File: config.mk
export PLATFORM = sky130hd
export DESIGN_NAME = seq_detector_param_flat
export DESIGN_NICKNAME = d
export VERILOG_FILES = /design/src/rtl/seq_detector_param_if.sv /design/src/rtl/seq_detector_param.sv /design/src/flat_wrapper.sv
export SDC_FILE = /design/constraint.sdc
export NUM_CORES = 1
export LEC_CHECK = 0
export CORE_UTILIZATION = 52
export DETAILED_ROUTE_END_ITERATION = 8
export PLACE_DENSITY = 0.79
export SYNTH_ARGS = -nofsm -noshare
export SYNTH_HDL_FRONTEND = slang
export SYNTH_SLANG_ARGS = --single-unit
File: constraint.sdc
create_clock -name clk -period 4.3 [get_ports clk]
set_input_delay 1.075 -clock clk [delete_from_list [all_inputs] [get_ports clk]]
set_output_delay 1.075 -clock clk [all_outputs]
set_load 0.05 [all_outputs]
File: src/rtl/seq_detector_param_if.sv
// Serial-stream bus of the pattern detector: stream, pattern load and counter
// control in, match flags, match count and debug state out.
interface seq_detector_param_if #(
    parameter int N     = 4,
    parameter int CNT_W = 8
);
    localparam int SW = (N > 1) ? $clog2(N) : 1;

    logic             en;
    logic             din;
    logic             pat_load;
    logic [N-1:0]     pat_in;
    logic             cnt_clr;
    logic             dout;
    logic             dout_q;
    logic [CNT_W-1:0] match_cnt;
    logic [SW-1:0]    state_o;

    modport master (
        output en, din, pat_load, pat_in, cnt_clr,
        input  dout, dout_q, match_cnt, state_o
    );

    modport slave (
        input  en, din, pat_load, pat_in, cnt_clr,
        output dout, dout_q, match_cnt, state_o
    );
endinterface

File: src/rtl/seq_detector_param.sv
// Parametrised Mealy serial-pattern detector with KMP fallback, optional
// overlapping matches, loadable pattern and a saturating match counter.
module seq_detector_param #(
    parameter int           N       = 4,
    parameter logic [N-1:0] PATTERN = 4'b1010,
    parameter int           OVERLAP = 0,
    parameter int           CNT_W   = 8
) (
    input logic                clk,
    input logic                reset,
    seq_detector_param_if.slave bus
);
    localparam int SW = (N > 1) ? $clog2(N) : 1;
    typedef logic [SW-1:0] state_t;
    localparam state_t           LAST    = state_t'(N - 1);
    localparam logic [CNT_W-1:0] CNT_MAX = {CNT_W{1'b1}};

    state_t           state_reg, state_next;
    logic [N-1:0]     pat_reg;
    logic [CNT_W-1:0] cnt_reg;
    logic             dout_q_reg;
    logic             dout_c;
    logic             exp_bit;
    logic             hit;
    state_t           border_len, fallback_len;

    // Bit i of the pattern in arrival order (i=0 is the first bit received).
    function automatic logic pbit(input logic [N-1:0] p, input int i);
        logic [N-1:0] sh;
        sh = p >> (N - 1 - i);
        return sh[0];
    endfunction

    assign exp_bit = pbit(pat_reg, int'(state_reg));

    always_ff @(posedge clk or negedge reset) begin
        if (!reset) begin
            state_reg  <= '0;
            pat_reg    <= PATTERN;
            cnt_reg    <= '0;
            dout_q_reg <= 1'b0;
        end else begin
            state_reg  <= state_next;
            dout_q_reg <= dout_c;
            if (bus.pat_load)
                pat_reg <= bus.pat_in;
            if (bus.cnt_clr)
                cnt_reg <= '0;
            else if (dout_c && (cnt_reg != CNT_MAX))
                cnt_reg <= cnt_reg + 1'b1;
        end
    end

    always_comb begin
        border_len   = '0;
        fallback_len = '0;
        hit          = 1'b0;
        state_next   = state_reg;

        // Border: longest proper suffix of the pattern that is also a prefix.
        for (int j = 1; j < N; j++) begin
            hit = 1'b1;
            for (int m = 0; m < j; m++)
                if (pbit(pat_reg, N - j + m) != pbit(pat_reg, m))
                    hit = 1'b0;
            if (hit)
                border_len = state_t'(j);
        end

        // Fallback: longest prefix that ends the matched k bits followed by din.
        for (int j = 1; j < N; j++) begin
            if (j <= int'(state_reg)) begin
                hit = (bus.din == pbit(pat_reg, j - 1));
                for (int m = 0; m < j - 1; m++)
                    if (pbit(pat_reg, int'(state_reg) + 1 - j + m) != pbit(pat_reg, m))
                        hit = 1'b0;
                if (hit)
                    fallback_len = state_t'(j);
            end
        end

        if (bus.pat_load) begin
            state_next = '0;
        end else if (bus.en) begin
            if (bus.din == exp_bit) begin
                if (state_reg == LAST)
                    state_next = (OVERLAP != 0) ? border_len : '0;
                else
                    state_next = state_reg + state_t'(1);
            end else begin
                state_next = fallback_len;
            end
        end
    end

    always_comb begin
        dout_c = 1'b0;
        if (reset && !bus.pat_load && bus.en && (bus.din == exp_bit) && (state_reg == LAST))
            dout_c = 1'b1;
    end

    assign bus.dout      = dout_c;
    assign bus.dout_q    = dout_q_reg;
    assign bus.match_cnt = cnt_reg;
    assign bus.state_o   = state_reg;
endmodule

File: src/flat_wrapper.sv
// flat-port wrapper written by rule: the top's interface ports become plain ports
module seq_detector_param_flat 
#(
    parameter int           N       = 4,
    parameter logic [N-1:0] PATTERN = 4'b1010,
    parameter int           OVERLAP = 0,
    parameter int           CNT_W   = 8
)
  (clk, reset, bus_en, bus_din, bus_pat_load, bus_pat_in, bus_cnt_clr, bus_dout, bus_dout_q, bus_match_cnt, bus_state_o);
  seq_detector_param_if #(.N(N), .CNT_W(CNT_W)) bus_i ();
  input logic clk;
  input logic reset;
  input wire logic [$bits(bus_i.en)-1:0] bus_en;
  input wire logic [$bits(bus_i.din)-1:0] bus_din;
  input wire logic [$bits(bus_i.pat_load)-1:0] bus_pat_load;
  input wire logic [$bits(bus_i.pat_in)-1:0] bus_pat_in;
  input wire logic [$bits(bus_i.cnt_clr)-1:0] bus_cnt_clr;
  output wire logic [$bits(bus_i.dout)-1:0] bus_dout;
  output wire logic [$bits(bus_i.dout_q)-1:0] bus_dout_q;
  output wire logic [$bits(bus_i.match_cnt)-1:0] bus_match_cnt;
  output wire logic [$bits(bus_i.state_o)-1:0] bus_state_o;
  assign bus_i.en = bus_en;
  assign bus_i.din = bus_din;
  assign bus_i.pat_load = bus_pat_load;
  assign bus_i.pat_in = bus_pat_in;
  assign bus_i.cnt_clr = bus_cnt_clr;
  assign bus_dout = bus_i.dout;
  assign bus_dout_q = bus_i.dout_q;
  assign bus_match_cnt = bus_i.match_cnt;
  assign bus_state_o = bus_i.state_o;
  seq_detector_param #(.N(N), .PATTERN(PATTERN), .OVERLAP(OVERLAP), .CNT_W(CNT_W)) u_core (.clk(clk), .reset(reset), .bus(bus_i));
endmodule
== Word-level counts from Yosys, hierarchy flattened ==
Cells that the tools add are included.
Cells by class
  shift-type cells: 4
  add/subtract/negate cells: 10
  equal/unequal tests: 9
  reduce and logical (&&, ||, !) cells: 8
  muxes and demuxes: 18
  $lt $le $gt $ge: 3
Operators by type and width (number)
  >> shifter 4 x 32 -> 1 bit: 4
  subtractor 3 x 32 -> 32 bit, first input constant: 3
  subtractor 32 x 3 -> 32 bit, second input constant: 2
  adder 32 x 2 -> 32 bit, second input constant: 1
  2-to-1 mux 2 bit: 8
  2-to-1 mux 8 bit: 2
  adder 8 x 1 -> 8 bit, second input constant: 1
  2-to-1 mux 1 bit: 8
  inequality test 8 bit, second input constant: 1
  logical AND 1 bit: 5
  == test 1 bit: 4
  less-or-equal comparator 2 bit, first input constant: 2
  nonzero test 2 bit: 2
  adder 2 x 1 -> 3 bit, second input constant: 1
  inequality test 1 bit: 3
  subtractor 2 x 2 -> 3 bit, first input constant: 1
  adder 2 x 1 -> 2 bit, second input constant: 1
  == test 2 bit, second input constant: 1
  less-or-equal comparator 1 x 2 -> 1 bit, first input constant: 1
  logical NOT 1 bit: 1
Word-level totals
  word-level logic and storage cells: 56
  bits of input ports: 10
  output and inout port bits: 12
  flip-flop bits (word level): 15

== Depth between registers and ports, before layout ==
Gate-level depths: netlist of run 1.
  depth in word-level cells: 14
  mapped depth: 14
  mapped depth without buffers: 13

== Worst setup path before layout of run 1 ==
Ideal clock, no wire load.
  path type: flip-flop to flip-flop
  from: register u_core.state_reg[0] (netlist: u_core.bus.state_o[0])
  to: register u_core.state_reg[1] (netlist: u_core.bus.state_o[1])
  path buffers: 1
  setup time: 0.111 ns
  setup slack: 0.950 ns
  stages on the path, launching flop included: 13
  data required time: 4.189 ns
  arrival: 3.239 ns
  clock period less this slack: 3.350 ns
  cells stage by stage: dfrtp_1 buf_2 inv_1 ha_1 inv_1 ha_1 nor2b_1 ha_1 nor4_1 nand4_1 xnor2_1 o31a_2 a2111oi_2
Between the ends
  word-level cells in the longest chain between the ends: 14
  elaborated cells between the ends (all ways): 33
  those cells by class: 9 x add/sub; 2 x order compare; 5 x eq/ne; 4 x shift; 13 x mux
RTL lines
  from (decl): line seq_detector_param.sv:18  | state_t state_reg, state_next;
  from (signal assigned): line seq_detector_param.sv:43  | state_reg <= state_next;
  branches (longest 11 deep; another with subtractor 32 x 3 -> 32 bit)
  2-to-1 mux 2 bit *: line seq_detector_param.sv:85  | if (bus.din == exp_bit) begin
  2-to-1 mux 2 bit *: line seq_detector_param.sv:84  | end else if (bus.en) begin
  2-to-1 mux 2 bit *: line seq_detector_param.sv:82  | if (bus.pat_load) begin
Mark *: on every way between the ends. The select of a mux whose other input is x is not followed.
A chain may end at the register's enable or synchronous reset.

== Worst setup path in the final report of run 1 ==
  from: input bus_pat_load
  to: output bus_dout
Between the ends
  word-level cells in the longest chain between the ends: 6
RTL lines
  from (decl): line flat_wrapper.sv:15  | input wire logic [$bits(bus_i.pat_load)-1:0] bus_pat_load;
  logical NOT 1 bit: line seq_detector_param.sv:98  | if (reset && !bus.pat_load && bus.en && (bus.din == exp_bit) && (state_reg == LAST))
  logical AND 1 bit (4 in series): line seq_detector_param.sv:98
  2-to-1 mux 1 bit: line seq_detector_param.sv:98
  to (decl): line flat_wrapper.sv:18  | output wire logic [$bits(bus_i.dout)-1:0] bus_dout;
No other way between the ends.

==> results.yml, run 1 <==
cts:
  hold_buffers: 0
  clockBufferDepth: 2
  cts_tree: "built"
  clk_latency_ns: 0.29
  cts_buffers: 3
  path_clk_slew_ns: 0.09
  postCtsSetupRepairBufs: 0
  root_buffer: "clkbuf_4"
  htree_levels: 1
  ctsResizeCount: 0
  cts.sinks: 15
timing:
  final.setup_skew_ns: 0.0122
  holdWs_ns: 0.575
  rsz0062_at_grt: "no"
  fin_crit_sh: 0.808
  tightest_slew_ns: 0.497
  setup_viol: 0
  setup_ws_ns: 0.824
  fmax_mhz: 288
  fin_crit_ns: 3.48
  finalSetupTns_ns: 0
  slew_violations: 0
  slew_headroom: 0.668
  hold_viol: 0
detailed_routing:
  drt_iter0_markers: 26
  vias: 997
  wl_met3_um: 108
  vias_per_cell: 5.57
  ant_nets: 0
  wl_met2_mm: 1.35
  routedWlPerCell_um: 14.8
  top_layer: "met4"
  postRouteWirelength_mm: 2.64
  drc_errors: 0
  wl_met1_mm: 1.16
  drt_pass1_iterations: 4
finish:
  fin_area_um2: 1520
  n_antenna_cell: 0
  nFillCells: 176
  syn2layout_area_growth_pct: 20.6
  fin_util: 0.675
  largest_register_ffs: 8
  drive_gt1_frac: 0.132
  fin_nets: 177
pwr:
  ir_drop_mv: 0.241
  power_density_nw_per_um2: 286
  cellLeakagePower_nw: 0.644
logic_synthesis:
  synth_top_area_cell: "dfrtp_1"
  ys_warn_count: 0
  synth_flop_cell: "dfrtp_1"
  ys_top_cells_by_count: "nor2_1, ha_1, dfrtp_1"
  yosysSeqAreaShare: 0.299
  synth_xor_area_frac: 0.103
  synth_edf_count: 0
  synthTopCellsByArea: "dfrtp_1, ha_1, xor2_1, nor2_1, mux2_2"
  yosysMostFrequentCell: "nor2_1"
  synthDistinctLibCells: 39
  synthMuxAreaShare: 0.102
  ys_ff_latch: 15
  synth_simple_gate_area_share: 0.181
  synthAdderAreaFrac: 0.149
  syn_area_per_cell_um2: 9.71
  synth_cells: 130
  ys_async_sr_fraction: 1.00
  synth_top_area_frac: 0.258
  syn_area_um2: 1260
  synth_top_family_by_area: "simple AND/OR/NAND/NOR gates"
  syn-num-nets: 155
  synth_compound_area_frac: 0.110
min_path:
  hp-class: "flop to flop"
critical_path:
  cp.required_ns: 3.22
  endpoint_kind: "primary output"
  worstPathCellList: "clkdlybuf4s50_1 > nand4b_1 > nor2_1 > buf_12"
  slowest_stage: "clkdlybuf4s50_1"
  path_buf_inv: 2
  crit_arrival_ns: 2.40
  critPathMaxFanout: 7
  critical_path.top_delay_family: "buffers and inverters"
  start_kind: "primary input"
  critical_path_class: "primary input to primary output"
  slowest_delay_ns: 0.56
placement:
  hpwl_mm: 2.02
  port_buffers: 21
  gp_congestion: 0.833
  placed_area_um2: 1490
  dp_slack_ns: 0.826
floorplan:
  num_rows: 17
  die_w_um: 51.3
  die_area_um2: 2630
  core_um2: 2250
  ios: 22
  initial_utilization: 0.560
  die_h_um: 51.3
grt:
  grt-ovfl-total: 0
  grt_first_pass_wirelength_mm: 4.31
  grt_pass1_vias: 931
  antenna_found_initial: 0
  grt_use_total: 0.224
  grt_max_degree: 17
outcome:
  status: "completed"
run:
  drv_cap: 0
==> metrics by stage <==
stage	total power [mW]	std cells
floorplan	0.304	130
global placement	0.341	175
detailed placement	0.354	175
CTS	0.438	179
global route	0.465	179
finish	0.436	179
==> tightest hold or removal path, cell delays in order (launching register included) <==
cell and delay [ns]:
dfrtp_1 0.39, xor2_1 0.08, nor2_1 0.07
==> cell type report <==
cell class / count / area [um2] / share of cell area
inverter: 8 / 30.0 / 0.0197
timing repair buffer: 23 / 235 / 0.154
clock buffer: 3 / 22.5 / 0.0148
clock inverter: 1 / 7.51 / 0.00493
sequential: 15 / 378 / 0.248
tap: 28 / 35.0 / 0.0230
multi-input combinational: 101 / 815 / 0.535
==> cell families (layout without fill, tap and decap cells) <==
family / Yosys count / count (layout)
muxes: 11 / 11
and+or+nand+nor: 46 / 46
adders and majority gates: 15 / 15
xor gates and xnor gates: 14 / 14
DFF: 15 / 15
buffers and inverters: 14 / 35
AOI/OAI and AO/OA: 15 / 15
==> worst paths after layout <==
kind | depth (start not counted) | slack (ns) | to | from
hold / removal | 2 | 0.58 | u_core.bus.match_cnt[6] | u_core.bus.match_cnt[6]
max in group asynchronous | 2 | 2.96 | u_core.pat_reg[3] | reset
setup reg to reg | 10 | 1.03 | u_core.bus.state_o[1] | u_core.bus.state_o[1]
hold reg to reg | 2 | 0.58 | u_core.bus.match_cnt[6] | u_core.bus.match_cnt[6]
setup / recovery | 4 | 0.82 | bus_dout | bus_pat_load
min in group asynchronous | 2 | 1.08 | u_core.pat_reg[2] | reset
==> metal layers <==
metal  vias up  track usage
li1        491            -
met1       477        0.269
met2        27        0.408
met3         2       0.0446
met4         0       0.0541
met5         -            0
==> layout by cell type (no fill, tap or decap), types with 5 or more instances in the layout <==
| cell | netlist | layout |
|---|---|---|
| clkdlybuf4s50_1 | 0 | 20 |
| nor2_1 | 19 | 19 |
| ha_1 | 15 | 15 |
| dfrtp_1 | 13 | 13 |
| xor2_1 | 9 | 9 |
| inv_1 | 8 | 8 |
| nand2_1 | 7 | 7 |
| nand4_1 | 5 | 5 |
| mux2i_1 | 5 | 5 |
| mux2_2 | 5 | 5 |
==> power by group <==
part / internal, mW / leakage (nW) / total (mW) / switching [mW]
registers: 0.149 / 0.197 / 0.163 / 0.0134
logic: 0.0832 / 0.434 / 0.190 / 0.106
clock network: 0.0354 / 0.0139 / 0.0837 / 0.0483
total: 0.268 / 0.644 / 0.436 / 0.168
Note: power is estimated with default switching activity, not from simulation.
==> run 2, diff against run 1 <==
Clock period 4.3 ns to 3.2 ns, I/O delays scaled along.
==> run 2 against run 1 <==
Largest power group unchanged. Critical endpoint is now u_core.bus.state_o[1]. Highest routed layer unchanged. Critical path depth grew 7. Global-route usage increased by 1.5 points. First-iteration DRC count fell by 3.8%. Combinational power up 53%. Die area did not move. Routed wire length grew 5.6%.
==> results.yml, run 2 (synthesis gave the netlist of run 1 again) <==
finish:
  n_antenna_cell: 0
  final_cell_mix: "clkdlybuf4s50_1, nor2_1, ha_1, dfrtp_1, xor2_1"
  largest_register_ffs: 8
  drive_gt1_frac: 0.199
  fin_util: 0.705
  final_common_cell: "clkdlybuf4s50_1"
  syn2layout_area_growth_pct: 26.0
  fin_nets: 182
  nFillCells: 174
grt:
  grt_pass1_vias: 1018
  grt-ovfl-total: 0
  antenna_found_initial: 0
  grt_use_total: 0.239
  grt_max_degree: 16
  grt_first_pass_wirelength_mm: 4.60
timing:
  slew_headroom: 0.657
  rsz0062_at_grt: "no"
  final.setup_skew_ns: 0.00811
  finalSetupTns_ns: 0
  setup_viol: 0
  fin_crit_ns: 2.99
  tightest_slew_ns: 0.514
  fmax_mhz: 335
  slew_violations: 0
  hold_viol: 0
  fin_crit_sh: 0.934
floorplan:
  initial_utilization: 0.560
  die_area_um2: 2630
  die_w_um: 51.3
  core_um2: 2250
  die_h_um: 51.3
  num_rows: 17
  ios: 22
critical_path:
  cp.required_ns: 3.39
  crit_arrival_ns: 3.18
  start_kind: "flop"
  critPathMaxFanout: 4
  endpoint_kind: "flop"
  r2r_cells: 11
  critical_path_class: "flop to flop"
placement:
  gp_congestion: 0.837
  port_buffers: 21
  hpwl_mm: 2.06
cts:
  cts_tree: "built"
  hold_buffers: 0
  path_clk_slew_ns: 0.09
  root_buffer: "clkbuf_4"
  htree_levels: 1
  cts_buffers: 3
  clk_latency_ns: 0.30
  cts.sinks: 15
  clockBufferDepth: 2
pwr:
  cellLeakagePower_nw: 0.673
  power_density_nw_per_um2: 391
  ir_drop_mv: 0.283
min_path:
  whs_path_depth: 2
  hp-class: "flop to flop"
detailed_routing:
  postRouteWirelength_mm: 2.79
  drt_iter0_markers: 25
  routedWlPerCell_um: 15.2
  vias_per_cell: 5.62
  vias: 1034
  drt_pass1_iterations: 5
  ant_nets: 0
  drc_errors: 0
outcome:
  status: "completed"
run:
  drv_cap: 0
## run 2: cell count changes in the layout (fill, tap and decap cells not counted), sizes merged
cell	delta
clkbuf	+1
buf	+5
clkinvlp	-1
## run 2: worst paths after layout
kind	startpoint	endpoint	slack [ns]
setup reg to reg	u_core.bus.state_o[0]	u_core.bus.state_o[1]	0.21
hold / removal	u_core.bus.match_cnt[6]	u_core.bus.match_cnt[6]	0.59
max in group asynchronous	reset	u_core.pat_reg[1]	2.12
min in group asynchronous	reset	u_core.bus.match_cnt[2]	0.85
setup / recovery	u_core.bus.state_o[0]	u_core.bus.state_o[1]	0.21
hold reg to reg	u_core.bus.match_cnt[6]	u_core.bus.match_cnt[6]	0.59
## run 2: what timing repair did
item,in CTS,in global routing
resized for setup,0,5
setup buffers,0,2
endpoints found under the setup margin,0,1
## run 2: layout make-up
type / instances / area [um2] / area share
inverter: 8 / 30.0 / 0.0189
multi-input combinational: 101 / 846 / 0.532
sequential: 15 / 380 / 0.239
timing repair buffer: 28 / 273 / 0.172
tap: 28 / 35.0 / 0.0220
clock buffer: 4 / 26.3 / 0.0165
## run 2: routing by layer
| metal | GRT usage | part of all wire |
|---|---|---|
| met4 | 0.0991 | 0.015 |
| met5 | 0 | 0 |
| met3 | 0.0268 | 0.028 |
| met1 | 0.305 | 0.45 |
| met2 | 0.408 | 0.51 |
## run 2: stage by stage
step | total power [mW] | worst slack (ns) | hold WS, ns | cell area [um2] | instances
finish | 0.622 | 0.211 | 0.586 | 1590 | 184
global route | 0.664 | 0.0562 | 0.644 | 1590 | 184
CTS | 0.593 | 0.0639 | 0.588 | 1550 | 182
detailed placement | 0.483 | 0.0781 | 0.568 | 1520 | 178
global placement | 0.471 | 0.280 | 0.552 | 1520 | 178
floorplan | 0.411 | 0.0469 | 0.504 | 1270 | 130
## run 2: critical path: stages, from the launching register on
cell and delay, ns:
dfrtp_2 0.44, inv_1 0.11, ha_1 0.21, inv_1 0.09, ha_4 0.29, nor2b_4 0.17
ha_1 0.24, nor4_1 0.31, nand4_1 0.16, xnor2_1 0.16, o31a_2 0.36, a2111oi_2 0.34
## run 2: power by group
| group | internal (mW) | switching, mW |
|---|---|---|
| logic | 0.137 | 0.153 |
| clock network | 0.0487 | 0.0632 |
| registers | 0.201 | 0.0194 |
| total | 0.387 | 0.235 |
==> run 3, diff against run 2 <==
Settings changed: CTS_CLUSTER_SIZE from default to 12.
==> results of run 3 <==
Same layout as run 2: the final DEF is identical, and so are final timing and power.
